$ cat config.mk
export PLATFORM = sky130hd
export DESIGN_NAME = armv8_multicycle_ctrl
export DESIGN_NICKNAME = d
export VERILOG_FILES = /design/src/rtl/armv8_multicycle_ctrl_pkg.sv /design/src/rtl/armv8_opcode_decode.sv /design/src/rtl/armv8_multicycle_ctrl.sv
export SDC_FILE = /design/constraint.sdc
export NUM_CORES = 1
export LEC_CHECK = 0
export CAP_MARGIN = 5
export CORE_ASPECT_RATIO = 0.6
export CORE_MARGIN = 10
export CORE_UTILIZATION = 41
export CTS_CLUSTER_DIAMETER = 60
export DETAILED_ROUTE_END_ITERATION = 8
export GPL_TIMING_DRIVEN = 0
export PLACE_DENSITY_LB_ADDON = 0.15
export SYNTH_ARGS = -nofsm -noshare
export SYNTH_HDL_FRONTEND = slang
export SYNTH_SLANG_ARGS = --single-unit
$ cat constraint.sdc
create_clock -name clk -period 1.4 [get_ports clk]
set_input_delay 0.28 -clock clk [delete_from_list [all_inputs] [get_ports clk]]
set_output_delay 0.28 -clock clk [all_outputs]
set_load 0.02 [all_outputs]
$ cat src/rtl/armv8_multicycle_ctrl_pkg.sv
// rtl/armv8_multicycle_ctrl_pkg.sv - shared encodings for the LEGv8 multi-cycle control FSM
// Contents: state encodings, opcode constants, aluop encodings, instruction-class enum.
package armv8_multicycle_ctrl_pkg;

  // FSM state encodings (3-bit, codes 5..7 unused)
  localparam logic [2:0] S_FETCH  = 3'd0;
  localparam logic [2:0] S_DECODE = 3'd1;
  localparam logic [2:0] S_EXEC   = 3'd2;
  localparam logic [2:0] S_MEM    = 3'd3;
  localparam logic [2:0] S_WB     = 3'd4;

  // Opcode field instr[31:21]
  localparam logic [10:0] OP_ADD  = 11'b10001011000;
  localparam logic [10:0] OP_SUB  = 11'b11001011000;
  localparam logic [10:0] OP_AND  = 11'b10001010000;
  localparam logic [10:0] OP_ORR  = 11'b10101010000;
  localparam logic [10:0] OP_LDUR = 11'b11111000010;
  localparam logic [10:0] OP_STUR = 11'b11111000000;
  // CBZ only fixes the upper 8 opcode bits
  localparam logic [7:0]  OP_CBZ_HI = 8'b10110100;

  // ALU control to the ALU-control unit
  localparam logic [1:0] ALUOP_ADD   = 2'b00;
  localparam logic [1:0] ALUOP_PASSB = 2'b01;
  localparam logic [1:0] ALUOP_RFMT  = 2'b10;

  typedef enum logic [2:0] {
    CLS_NONE = 3'd0,
    CLS_RFMT = 3'd1,
    CLS_LDUR = 3'd2,
    CLS_STUR = 3'd3,
    CLS_CBZ  = 3'd4
  } instr_cls_e;

endpackage

$ cat src/rtl/armv8_opcode_decode.sv
// rtl/armv8_opcode_decode.sv - combinational opcode classifier
// Ports: i_opcode (instr[31:21]) in; o_cls instruction class, o_illegal unrecognised opcode.
module armv8_opcode_decode
  import armv8_multicycle_ctrl_pkg::*;
(
  input  logic [10:0] i_opcode,
  output instr_cls_e  o_cls,
  output logic        o_illegal
);

  always_comb begin
    o_cls = CLS_NONE;
    case (i_opcode)
      OP_ADD, OP_SUB, OP_AND, OP_ORR: o_cls = CLS_RFMT;
      OP_LDUR:                        o_cls = CLS_LDUR;
      OP_STUR:                        o_cls = CLS_STUR;
      default: begin
        if (i_opcode[10:3] == OP_CBZ_HI) o_cls = CLS_CBZ;
      end
    endcase
    o_illegal = (o_cls == CLS_NONE);
  end

endmodule

$ cat src/rtl/armv8_multicycle_ctrl.sv
// rtl/armv8_multicycle_ctrl.sv - multi-cycle main control FSM for the LEGv8 datapath
// Inputs: clk, rst_n (async active-low), opcode, instr_valid, mem_ready, zero.
// Outputs (all registered): reg2loc, alusrc, memtoreg, regwrite, memread, memwrite, aluop,
//   ir_write, pc_write, pc_src, done, illegal, bus_err, state.
// Level outputs of a state (strobes, selects, regwrite) are computed from the next state so
// they are high while the FSM sits in that state. Outputs that depend on an input sampled in
// a state (fetch handshake, CBZ branch, STUR completion, illegal, bus_err) appear in the
// cycle after that state.
module armv8_multicycle_ctrl
  import armv8_multicycle_ctrl_pkg::*;
#(
  parameter int OPC_W       = 11,
  parameter int MEM_TIMEOUT = 15,
  parameter int ST_W        = 3
) (
  input  logic             clk,
  input  logic             rst_n,
  input  logic [OPC_W-1:0] opcode,
  input  logic             instr_valid,
  input  logic             mem_ready,
  input  logic             zero,
  output logic             reg2loc,
  output logic             alusrc,
  output logic             memtoreg,
  output logic             regwrite,
  output logic             memread,
  output logic             memwrite,
  output logic [1:0]       aluop,
  output logic             ir_write,
  output logic             pc_write,
  output logic             pc_src,
  output logic             done,
  output logic             illegal,
  output logic             bus_err,
  output logic [ST_W-1:0]  state
);

  localparam int CNT_W = $clog2(MEM_TIMEOUT + 1);

  logic [ST_W-1:0]  r_state;
  logic [CNT_W-1:0] r_cnt;
  instr_cls_e       r_cls;
  logic             r_reg2loc, r_alusrc, r_memtoreg, r_regwrite, r_memread, r_memwrite;
  logic [1:0]       r_aluop;
  logic             r_ir_write, r_pc_write, r_pc_src, r_done, r_illegal, r_bus_err;

  instr_cls_e       w_dec_cls;
  logic             w_dec_illegal;
  instr_cls_e       w_cls;
  logic [ST_W-1:0]  w_next;
  logic             w_fetch_acc, w_timeout, w_cbz_taken, w_in_instr;

  armv8_opcode_decode u_decode (
    .i_opcode  (opcode),
    .o_cls     (w_dec_cls),
    .o_illegal (w_dec_illegal)
  );

  // In DECODE the class comes straight from the decoder; afterwards from the latched copy.
  assign w_cls = (r_state == S_DECODE) ? w_dec_cls : r_cls;

  always_comb begin
    w_next      = S_FETCH;
    w_fetch_acc = 1'b0;
    w_timeout   = 1'b0;
    case (r_state)
      S_FETCH: begin
        // A taken branch updates PC during this FETCH cycle, so the fetch waits one cycle.
        if (instr_valid && !r_pc_write) begin
          w_fetch_acc = 1'b1;
          w_next      = S_DECODE;
        end
      end
      S_DECODE: w_next = w_dec_illegal ? S_FETCH : S_EXEC;
      S_EXEC: begin
        if (w_cls == CLS_RFMT)                           w_next = S_WB;
        else if (w_cls == CLS_LDUR || w_cls == CLS_STUR) w_next = S_MEM;
      end
      S_MEM: begin
        // mem_ready takes priority over the timeout in the same cycle
        if (mem_ready)                                 w_next = (w_cls == CLS_LDUR) ? S_WB : S_FETCH;
        else if (r_cnt == CNT_W'(MEM_TIMEOUT - 1))     w_timeout = 1'b1;
        else                                           w_next = S_MEM;
      end
      S_WB:    w_next = S_FETCH;
      default: w_next = S_FETCH;
    endcase
  end

  assign w_cbz_taken = (r_state == S_EXEC) && (w_cls == CLS_CBZ) && zero;
  assign w_in_instr  = (w_next == S_EXEC) || (w_next == S_MEM) || (w_next == S_WB);

  always_ff @(posedge clk or negedge rst_n) begin
    if (!rst_n) begin
      r_state    <= S_FETCH;
      r_cnt      <= '0;
      r_cls      <= CLS_NONE;
      r_reg2loc  <= 1'b0;
      r_alusrc   <= 1'b0;
      r_memtoreg <= 1'b0;
      r_regwrite <= 1'b0;
      r_memread  <= 1'b0;
      r_memwrite <= 1'b0;
      r_aluop    <= ALUOP_ADD;
      r_ir_write <= 1'b0;
      r_pc_write <= 1'b0;
      r_pc_src   <= 1'b0;
      r_done     <= 1'b0;
      r_illegal  <= 1'b0;
      r_bus_err  <= 1'b0;
    end else begin
      r_state <= w_next;
      r_cnt   <= (r_state == S_MEM && w_next == S_MEM) ? r_cnt + CNT_W'(1) : '0;
      if (r_state == S_DECODE) r_cls <= w_dec_cls;

      r_ir_write <= w_fetch_acc;
      r_pc_write <= w_fetch_acc || w_cbz_taken;
      r_pc_src   <= w_cbz_taken;

      r_reg2loc  <= w_in_instr && (w_cls == CLS_STUR || w_cls == CLS_CBZ);
      r_alusrc   <= (w_next == S_EXEC) && (w_cls == CLS_LDUR || w_cls == CLS_STUR);
      if (w_next == S_EXEC) begin
        case (w_cls)
          CLS_RFMT: r_aluop <= ALUOP_RFMT;
          CLS_CBZ:  r_aluop <= ALUOP_PASSB;
          default:  r_aluop <= ALUOP_ADD;
        endcase
      end else begin
        r_aluop <= ALUOP_ADD;
      end

      r_memread  <= (w_next == S_MEM) && (w_cls == CLS_LDUR);
      r_memwrite <= (w_next == S_MEM) && (w_cls == CLS_STUR);
      r_regwrite <= (w_next == S_WB);
      r_memtoreg <= (w_next == S_WB) && (w_cls == CLS_LDUR);

      r_done    <= (w_next == S_WB)
                || ((r_state == S_EXEC) && (w_cls == CLS_CBZ))
                || ((r_state == S_MEM) && (w_cls == CLS_STUR) && mem_ready);
      r_illegal <= (r_state == S_DECODE) && w_dec_illegal;
      r_bus_err <= w_timeout;
    end
  end

  assign state    = r_state;
  assign reg2loc  = r_reg2loc;
  assign alusrc   = r_alusrc;
  assign memtoreg = r_memtoreg;
  assign regwrite = r_regwrite;
  assign memread  = r_memread;
  assign memwrite = r_memwrite;
  assign aluop    = r_aluop;
  assign ir_write = r_ir_write;
  assign pc_write = r_pc_write;
  assign pc_src   = r_pc_src;
  assign done     = r_done;
  assign illegal  = r_illegal;
  assign bus_err  = r_bus_err;

endmodule
==> results.json, run 1 <==
{
  "required_ns": 1.59,
  "routed_wire_length_per_instance_um": 17.7,
  "path_clk_slew_ns": 0.09,
  "initial_utilization": 0.435,
  "critical_path_class": "register to register",
  "cts-root-buf": "sky130_fd_sc_hd__clkbuf_8",
  "setup.worst_path.start_class": "register",
  "fin_crit_ns": 1.65,
  "fin_cells": 180,
  "finalClockSkew_ns": 0.00230,
  "layout-drive-gt1-share": 0.264,
  "layout-area-overhead-vs-synth_pct": 54.7,
  "synthesis.nets": 118,
  "critical_path_arrival_ns": 1.84,
  "layout.core_utilization": 0.673,
  "synthFlopType": "sky130_fd_sc_hd__dfrtp_1",
  "gr-total-overflow": 0,
  "synth_async_sr_flop_share": 1.00,
  "first_global_vias": 994,
  "max_slew_vio_count": 0,
  "std_cell_rows": 14,
  "report.final.setup_viol": 8,
  "dieHeight_um": 60.1,
  "core_mm2": 0.00252,
  "dpl.hpwl_um": 2110,
  "cts.path.max_buffers": 2,
  "synth_area_mm2": 0.00110,
  "max_freq_ghz": 0.606,
  "critical-path-slowest-cell": "sky130_fd_sc_hd__dfrtp_2",
  "max-slew-margin-rel": 0.297,
  "number_of_synthesized_flops_with_an_enable_pin": 0,
  "cts_max_level": 1,
  "crit_buf_inv": 0,
  "layout_commonest_cell": "sky130_fd_sc_hd__dlygate4sd2_1",
  "place_congestion": 0.798,
  "rrSetupSlack_ns": -0.25,
  "port_buffers": 32,
  "dr_total_vias": 974,
  "synth_sequential_area_ratio": 0.547,
  "crit_family": "simple AND/OR/NAND/NOR gates",
  "tightest_slew_ns": 1.05,
  "cp_cell_sequence": "or3b_4 > nand2_4 > o21ai_4 > or3_1 > a32oi_1",
  "synth_seq_cells": 24,
  "most_frequent_cells_in_the_layout": "sky130_fd_sc_hd__dlygate4sd2_1 (25), sky130_fd_sc_hd__dfrtp_1 (21), sky130_fd_sc_hd__nor2_1 (14)",
  "holdCritPathClass": "primary input to asynchronous set/reset pin",
  "wire_length_of_the_first_global_routing_pass_um": 4910,
  "groute.usage.overall": 0.121,
  "total_power_after_layout_mw": 1.51,
  "routed_wl_um": 3180,
  "nets_finish": 167,
  "fin_crit_sh": 1.18,
  "cts_hold_buf": 0,
  "critical_path_peak_fanout": 6,
  "number_of_drc_markers_in_iteration_0": 161,
  "final_antenna_net_count": 0,
  "power.static_leakage_nw": 0.858,
  "setup_repair_after_global_routing_missed_its_margin": "true",
  "tritoncts": "yes",
  "diodes": 0,
  "grt_start_max_net_pins": 25,
  "final_hold_fails": 0,
  "placed_cells": 164,
  "dieArea_mm2": 0.00521,
  "failing_checks": "setup timing",
  "library_cells_used_by_synthesis": 34,
  "drc": 0,
  "yosys_warnings": 0,
  "timing.critical_path.to_type": "register",
  "worst_skew_pair.late_latency_ns": 0.27,
  "io_pins": 33,
  "antenna_violations_before_repair": 0,
  "ir_drop_mv": 0.703,
  "dr.pass1.iters": 4,
  "syn_inst": 100,
  "cap_violations": 0,
  "cts-buffers-inserted": 3,
  "power.density_cell_area_mw_per_mm2": 891,
  "floorplan.die.width_um": 86.8,
  "fin_worst_hold_slack_ns": 0.306,
  "delay_of_the_slowest_cell_on_the_worst_path_ns": 0.48,
  "cts_sinks": 24,
  "vias_per_cell": 5.41,
  "result_of_the_run": "finished, violations left",
  "synthesis.area_per_instance_um2": 11.0,
  "setup_ws_ns": -0.250
}
==> worst register-to-register path: cells and delay by family (launching register included) <==
family	cells	cell delay [ns]
and+or+nand+nor	3	0.88
AOI/OAI and AO/OA	2	0.21
DFF	1	0.48
==> kinds of logic (layout without fill, tap and decap cells) <==
family	after synthesis	in the layout	synth area share
AO/OA/AOI/OAI	12	12	0.0912
buffers and inverters	6	54	0.0205
flip-flops	24	24	0.547
AND/OR/NAND/NOR	53	53	0.293
multiplexers	1	1	0.00912
XOR/XNOR	2	2	0.0160
adder cells (fa/ha/maj)	2	2	0.0228
==> cell usage after synthesis, drive strengths merged, types with 2 or more instances <==
master   count  area [um2]
and3b        2        17.5
ha           2        25.0
dfrtp       24         601
nor4b        2        23.8
o21ai        6        41.3
inv          6        22.5
nor2b        4        25.0
nand3        5        25.0
nand4b       2        17.5
nand2       12        47.6
nor2        14        52.6
nand4bb      2        22.5
a21oi        2        10.0
==> per-stage QoR <==
stage	TNS (ns)	cell area (um2)	setup WS, ns
floorplan	-0.299	1110	-0.212
global placement	-9.77	1470	-0.799
detailed placement	-11.87	1470	-0.821
CTS	-0.918	1660	-0.240
global route	-1.61	1700	-0.331
finish	-0.926	1700	-0.250
==> where the power goes <==
part | switching [mW] | internal [mW] | leakage (nW) | total (mW)
Clock | 0.232 | 0.383 | 0.0357 | 0.615
Combinational | 0.0969 | 0.0862 | 0.496 | 0.183
Sequential | 0.00909 | 0.705 | 0.326 | 0.715
==> path summary, 6_finish.rpt <==
check                         start  endpoint  depth (start not counted)
setup / recovery           state[2]   reg2loc                          5
hold reg to reg            r_cnt[0]  r_cnt[0]                          1
min in group clk           r_cnt[0]  r_cnt[0]                          1
hold / removal                rst_n  ir_write                          1
setup reg to reg           state[2]   reg2loc                          5
max in group asynchronous     rst_n  state[2]                          1
==> metal layers <==
| metal | up-vias | GRT usage | routed length, um |
|---|---|---|---|
| met5 | - | 0 | 0 |
| met4 | 0 | 0.0437 | 68 |
| met3 | 12 | 0.0583 | 290 |
| met2 | 42 | 0.181 | 1490 |
| met1 | 472 | 0.147 | 1340 |
| li1 | 448 | - | - |
==> state kept, by name, summed over array words and instances, names as in the netlist <==
| name | count |
|---|---|
| state | 3 |
| r_cls | 3 |
| ir_write | 1 |
| r_cnt | 4 |
| memread | 1 |
| memtoreg | 1 |
| pc_src | 1 |
| illegal | 1 |
| aluop | 2 |
| regwrite | 1 |
| alusrc | 1 |
| bus_err | 1 |
| done | 1 |
| pc_write | 1 |
| memwrite | 1 |
| reg2loc | 1 |
==> timing repair <==
| action | CTS | global route |
|---|---|---|
| hold endpoints to repair | 0 | 0 |
| setup endpoints to repair | 30 | 13 |
| resized for setup | 39 | 7 |
| cloned | 0 | 0 |
| pin swaps | 9 | 3 |
| setup buffers | 10 | 3 |
==> final cells by class <==
class                   count  area [um2]
well taps                  32        40.0
multi-input cells          70         567
flip-flops and latches     24         604
repair buffers             44         393
inverters                   6        22.5
clock inverters             1        30.0
clock buffers               3        41.3
fillers                   190         825
Power figures use the tool's default switching activity.
==> run 2: changes to the inputs <==
--- a/config.mk
+++ b/config.mk
@@ -13,6 +13,7 @@
 export DETAILED_ROUTE_END_ITERATION = 8
 export GPL_TIMING_DRIVEN = 0
 export PLACE_DENSITY_LB_ADDON = 0.15
+export SKIP_CTS_REPAIR_TIMING = 1
 export SYNTH_ARGS = -nofsm -noshare
 export SYNTH_HDL_FRONTEND = slang
 export SYNTH_SLANG_ARGS = --single-unit
==> run 2 against run 1 <==
  * The flow still finishes with violations (setup timing)
  * Cell area is 3.6% higher
  * Maximum frequency is 3.8% lower
  * Largest cell class unchanged
  * Critical path type is now primary input to register
  * First-iteration DRC count is 75% lower
  * Largest power group unchanged
  * Critical endpoint unchanged
==> results.json, run 2 (synthesized netlist as in run 1, its figures left out) <==
{
  "power.static_leakage_nw": 1.11,
  "groute.usage.overall": 0.107,
  "r2r-end": "reg2loc",
  "fin_crit_ns": 1.72,
  "setup_ws_ns": -0.316,
  "core_mm2": 0.00252,
  "cap_violations": 0,
  "drc": 0,
  "cts_max_level": 1,
  "vias_per_cell": 5.27,
  "layout-area-overhead-vs-synth_pct": 60.3,
  "rrSetupSlack_ns": -0.28,
  "fin_worst_hold_slack_ns": 0.202,
  "cts-buffers-inserted": 3,
  "power.switching_fraction": 0.220,
  "port_buffers": 32,
  "critical_path_arrival_ns": 1.91,
  "max_slew_vio_count": 0,
  "floorplan.die.width_um": 86.8,
  "routed_wl_um": 3110,
  "required_ns": 1.59,
  "worst_reg2reg_path_length_in_cells": 5,
  "ir_drop_mv": 0.694,
  "fin_crit_sh": 1.23,
  "timing.critical_path.to_type": "register",
  "result_of_the_run": "finished, violations left",
  "place_congestion": 0.798,
  "dr.pass1.iters": 4,
  "cp_num_cells": 6,
  "std_cell_rows": 14,
  "final_hold_fails": 0,
  "placed_cells": 164,
  "sequentialPowerShare": 0.467,
  "gr-total-overflow": 0,
  "delay_of_the_slowest_cell_on_the_worst_path_ns": 0.55,
  "cts-root-buf": "sky130_fd_sc_hd__clkbuf_8",
  "final_antenna_net_count": 0,
  "worst_setup_path_startpoint": "opcode[10]",
  "critical-path-slowest-cell": "sky130_fd_sc_hd__clkdlybuf4s50_1",
  "critical_path_peak_fanout": 4,
  "holdCritPathClass": "primary input to asynchronous set/reset pin",
  "diodes": 0,
  "cp_cell_sequence": "clkdlybuf4s50_1 > nand4bb_4 > nor4_4 > mux2i_4 > or3_1 > a32oi_1",
  "setup.worst_path.start_class": "primary input",
  "dr_total_vias": 933,
  "max_freq_ghz": 0.583,
  "fin_cells": 177,
  "grt_start_max_net_pins": 25,
  "part_of_the_power_in_combinational_logic": 0.134,
  "dieHeight_um": 60.1,
  "top_register": "r_cnt",
  "number_of_drc_markers_in_iteration_0": 41,
  "antenna_violations_before_repair": 0,
  "max-slew-margin-rel": 0.270,
  "totalNegativeSetupSlack_ns": -1.26,
  "worst_skew_pair.late_latency_ns": 0.27,
  "layout-drive-gt1-share": 0.234,
  "path_clk_slew_ns": 0.09,
  "io_pins": 33,
  "placed_cell_area_mm2": 0.00147,
  "report.final.setup_viol": 9,
  "power.switching_mw": 0.336,
  "routed_wire_length_per_instance_um": 17.6,
  "tightest_slew_ns": 1.09,
  "layout_commonest_cell": "sky130_fd_sc_hd__dlymetal6s2s_1",
  "critical_path_class": "primary input to register",
  "dpl.hpwl_um": 2110,
  "place_worst_setup_slack_ns": -0.821,
  "tritoncts": "yes",
  "initial_utilization": 0.435,
  "failing_checks": "setup timing",
  "layout.core_utilization": 0.697,
  "power.density_cell_area_mw_per_mm2": 870,
  "power_frac_clock": 0.399,
  "setup_repair_after_global_routing_missed_its_margin": "true",
  "first_global_vias": 885,
  "regToRegStartpoint": "state[1]",
  "nets_finish": 164,
  "cts.path.max_buffers": 2,
  "internal_power_mw": 1.19,
  "dieArea_mm2": 0.00521,
  "wire_length_of_the_first_global_routing_pass_um": 4370,
  "total_power_after_layout_mw": 1.53,
  "cts_sinks": 24,
  "crit_family": "simple AND/OR/NAND/NOR gates",
  "most_frequent_cells_in_the_layout": "sky130_fd_sc_hd__dlymetal6s2s_1 (25), sky130_fd_sc_hd__dfrtp_1 (21), sky130_fd_sc_hd__nor2_1 (14)",
  "layout.cell_area.non_filler_mm2": 0.00176,
  "largest_register_ff_count": 4,
  "finalClockSkew_ns": 0.00204,
  "crit_buf_inv": 1
}
[run 2: layout make-up]
class                           instances  area [um2]
Timing Repair Buffer                   41         454
Sequential cell                        24         604
Clock inverter                          1        30.0
Inverter                                6        22.5
Fill cell                             174         763
Tap cell                               32        40.0
Multi-Input combinational cell         70         567
Clock buffer                            3        41.3
[run 2: layer usage]
metal  vias up  part of all wire  wire length [um]  global-route usage
met4         0             0.010                32              0.0414
li1        438                 -                 -                   -
met3         5             0.081               253              0.0570
met1       456              0.43              1330               0.131
met5         -                 0                 0                   0
met2        34              0.48              1490               0.156
[run 2: power by group through the flow]
| stage | Clock, mW | Combinational, mW | Sequential [mW] |
|---|---|---|---|
| 2_1_floorplan | 0 | 0.0504 | 0.743 |
| 3_3_place_gp | 0 | 0.162 | 0.727 |
| 3_5_place_dp | 0 | 0.166 | 0.728 |
| 4_1_cts | 0.620 | 0.167 | 0.714 |
| 5_1_grt | 0.645 | 0.221 | 0.718 |
| 6_report | 0.611 | 0.205 | 0.715 |
[run 2: how the worst max path moves through the flow]
stage and to:
2_1_floorplan reg2loc, 3_3_place_gp reg2loc, 3_5_place_dp reg2loc, 4_1_cts reg2loc, 5_1_grt reg2loc, 6_report reg2loc
[run 2: worst register-to-register path, delay by kind of cell, from the launching register on]
kind | cells | cell delay, ns
DFF | 1 | 0.47
AOI/OAI and AO/OA | 2 | 0.23
and+or+nand+nor | 3 | 0.90
==> run 3: changes to the inputs <==
--- a/config.mk
+++ b/config.mk
@@ -11,9 +11,11 @@
 export CORE_UTILIZATION = 41
 export CTS_CLUSTER_DIAMETER = 60
 export DETAILED_ROUTE_END_ITERATION = 8
+export GPL_ROUTABILITY_DRIVEN = 0
 export GPL_TIMING_DRIVEN = 0
 export PLACE_DENSITY_LB_ADDON = 0.15
 export SKIP_CTS_REPAIR_TIMING = 1
 export SYNTH_ARGS = -nofsm -noshare
 export SYNTH_HDL_FRONTEND = slang
+export SYNTH_HIERARCHICAL = 1
 export SYNTH_SLANG_ARGS = --single-unit
==> run 3 against run 2 <==
  * The run still ends with setup timing left
  * Clock-buffer cell count grew 1
  * Non-clock buffer count grew 6
  * Clock skew up 0.0019 ns
  * Sequential cell count did not move
  * Combinational power hardly changed
  * Critical endpoint unchanged
==> results.json, run 3 <==
{
  "routed_wire_length_per_instance_um": 17.7,
  "fin_worst_hold_slack_ns": 0.181,
  "seq_area_um2": 604,
  "worst_reg2reg_path_length_in_cells": 5,
  "top_register": "r_cnt",
  "dr.pass1.iters": 4,
  "tightest_slew_ns": 1.03,
  "fin_crit_sh": 1.18,
  "port_buffers": 32,
  "crit_family": "compound AO/OA/AOI/OAI gates",
  "layout-drive-gt1-share": 0.350,
  "power.density_cell_area_mw_per_mm2": 698,
  "max_slew_vio_count": 0,
  "critical_path_arrival_ns": 1.85,
  "tritoncts": "yes",
  "antenna_violations_before_repair": 1,
  "drc": 0,
  "failing_checks": "setup timing",
  "dr_total_vias": 1012,
  "synthesis.nets": 125,
  "max_freq_ghz": 0.606,
  "critical_path_class": "register to register",
  "timing.critical_path.to_type": "register",
  "multi_input_logic_area_um2": 672,
  "cts-root-buf": "sky130_fd_sc_hd__clkbuf_8",
  "setup.worst_path.start_class": "register",
  "yosys-top-cells-count": "sky130_fd_sc_hd__dfrtp_1 (24), sky130_fd_sc_hd__nand2_1 (16), sky130_fd_sc_hd__nor2_1 (12)",
  "report.final.setup_viol": 8,
  "cts.path.max_buffers": 2,
  "dpl.hpwl_um": 2160,
  "cts_sinks": 24,
  "path_clk_slew_ns": 0.08,
  "largest_register_ff_count": 4,
  "cp_cell_sequence": "buf_6 > or3b_4 > a211o_1 > nand3_1 > a32o_2",
  "routed_wl_um": 3370,
  "total_power_after_layout_mw": 1.32,
  "layout_commonest_cell": "sky130_fd_sc_hd__dlymetal6s2s_1",
  "layout.filler_cells": 151,
  "critical-path-slowest-cell": "sky130_fd_sc_hd__dfrtp_2",
  "number_of_drc_markers_in_iteration_0": 143,
  "final_hold_fails": 0,
  "rrSetupSlack_ns": -0.25,
  "layout-area-overhead-vs-synth_pct": 68.7,
  "synth_async_sr_flop_share": 1.00,
  "power.static_leakage_nw": 1.16,
  "required_ns": 1.60,
  "wire_length_of_the_first_global_routing_pass_um": 4500,
  "grt_start_max_net_pins": 25,
  "synth_seq_cells": 24,
  "synthesis.area_per_instance_um2": 10.5,
  "result_of_the_run": "finished, violations left",
  "yosys_warnings": 6,
  "ir_drop_mv": 0.417,
  "holdCritPathClass": "primary input to asynchronous set/reset pin",
  "dieHeight_um": 60.6,
  "max-slew-margin-rel": 0.314,
  "library_cells_used_by_synthesis": 35,
  "finalClockSkew_ns": 0.00393,
  "nets_finish": 176,
  "initial_utilization": 0.439,
  "largest_area_contributor_in_the_synthesized_netlist": "sky130_fd_sc_hd__dfrtp_1",
  "dieArea_mm2": 0.00530,
  "groute.usage.overall": 0.108,
  "synthFlopType": "sky130_fd_sc_hd__dfrtp_1",
  "cp_num_cells": 5,
  "totalNegativeSetupSlack_ns": -0.808,
  "cts_max_level": 1,
  "synth_sequential_area_ratio": 0.535,
  "first_global_vias": 927,
  "io_pins": 33,
  "core_mm2": 0.00256,
  "crit_buf_inv": 1,
  "yosysMostFrequentCell": "sky130_fd_sc_hd__dfrtp_1",
  "cts-buffers-inserted": 3,
  "delay_of_the_slowest_cell_on_the_worst_path_ns": 0.42,
  "std_cell_rows": 14,
  "post-synth-top-area-fraction": 0.535,
  "synth_area_mm2": 0.00112,
  "worst_skew_pair.late_latency_ns": 0.26,
  "vias_per_cell": 5.33,
  "cap_violations": 0,
  "critical_path_peak_fanout": 8,
  "syn_inst": 107,
  "fin_crit_ns": 1.65,
  "most_frequent_cells_in_the_layout": "sky130_fd_sc_hd__dlymetal6s2s_1 (25), sky130_fd_sc_hd__dfrtp_1 (21), sky130_fd_sc_hd__nand2_1 (16)",
  "setup_repair_after_global_routing_missed_its_margin": "true",
  "setup_ws_ns": -0.249,
  "place_worst_setup_slack_ns": -0.768,
  "final_antenna_net_count": 0,
  "floorplan.die.width_um": 87.6,
  "ys_top_cells_by_area": "sky130_fd_sc_hd__dfrtp_1 (53%), sky130_fd_sc_hd__nand2_1 (5.3%), sky130_fd_sc_hd__nor2_1 (4.0%)",
  "number_of_synthesized_flops_with_an_enable_pin": 0,
  "gr-total-overflow": 0
}
run 3: cell count changes after synthesis, sizes merged, moves of 4 or more:
| cell | previous run | this run |
|---|---|---|
| nand2b | 0 | 5 |
| nand2 | 12 | 16 |
| nor3 | 1 | 5 |
| o21ai | 6 | 2 |
run 3: report_power, final:
group	switching, mW	internal [mW]	leakage, nW
combinational	0.101	0.103	0.813
clock	0.205	0.203	0.0228
sequential	0.00603	0.705	0.326
run 3: stage by stage:
stage	std cells	util	area, um2
2_1_floorplan	107	-	1150
3_3_place_gp	171	0.590	1510
3_5_place_dp	171	0.590	1510
4_1_cts	175	0.607	1550
5_1_grt	190	0.741	1900
6_report	190	0.741	1900
run 3: cells by family after synthesis:
kind of cell / share of synthesized area
and+or+nand+nor: 0.303
DFF: 0.535
AOI/OAI and AO/OA: 0.0713
buffers and inverters: 0.0267
muxes: 0.0267
xor gates and xnor gates: 0.0156
adders and majority gates: 0.0223
run 3: worst register-to-register path, cell delays in order (launching register included):
cell and delay, ns:
sky130_fd_sc_hd__dfrtp_2 0.42, sky130_fd_sc_hd__buf_6 0.14, sky130_fd_sc_hd__or3b_4 0.37, sky130_fd_sc_hd__a211o_1 0.35
sky130_fd_sc_hd__nand3_1 0.12, sky130_fd_sc_hd__a32o_2 0.20
run 3: cell type report:
class | count | area share
multi-input combinational | 77 | 0.354
sequential | 24 | 0.319
timing repair buffer | 46 | 0.265
clock buffer | 4 | 0.0238
tap | 32 | 0.0211
inverter | 5 | 0.00990
buffer | 1 | 0.00594
antenna | 1 | 0.00132
run 3: final timing paths:
kind	endpoint	start
hold / removal	regwrite	rst_n
hold reg to reg	r_cnt[0]	r_cnt[0]
min in group clk	r_cls[2]	opcode[6]
max in group asynchronous	r_cls[1]	rst_n
setup reg to reg	reg2loc	state[0]
setup / recovery	reg2loc	state[0]
run 3: per-layer routing:
layer / routed length, um / track usage / part of all wire
met5: 0 / 0 / 0
met4: 86 / 0.0226 / 0.026
met2: 1480 / 0.153 / 0.44
met1: 1430 / 0.138 / 0.43
met3: 371 / 0.0628 / 0.11
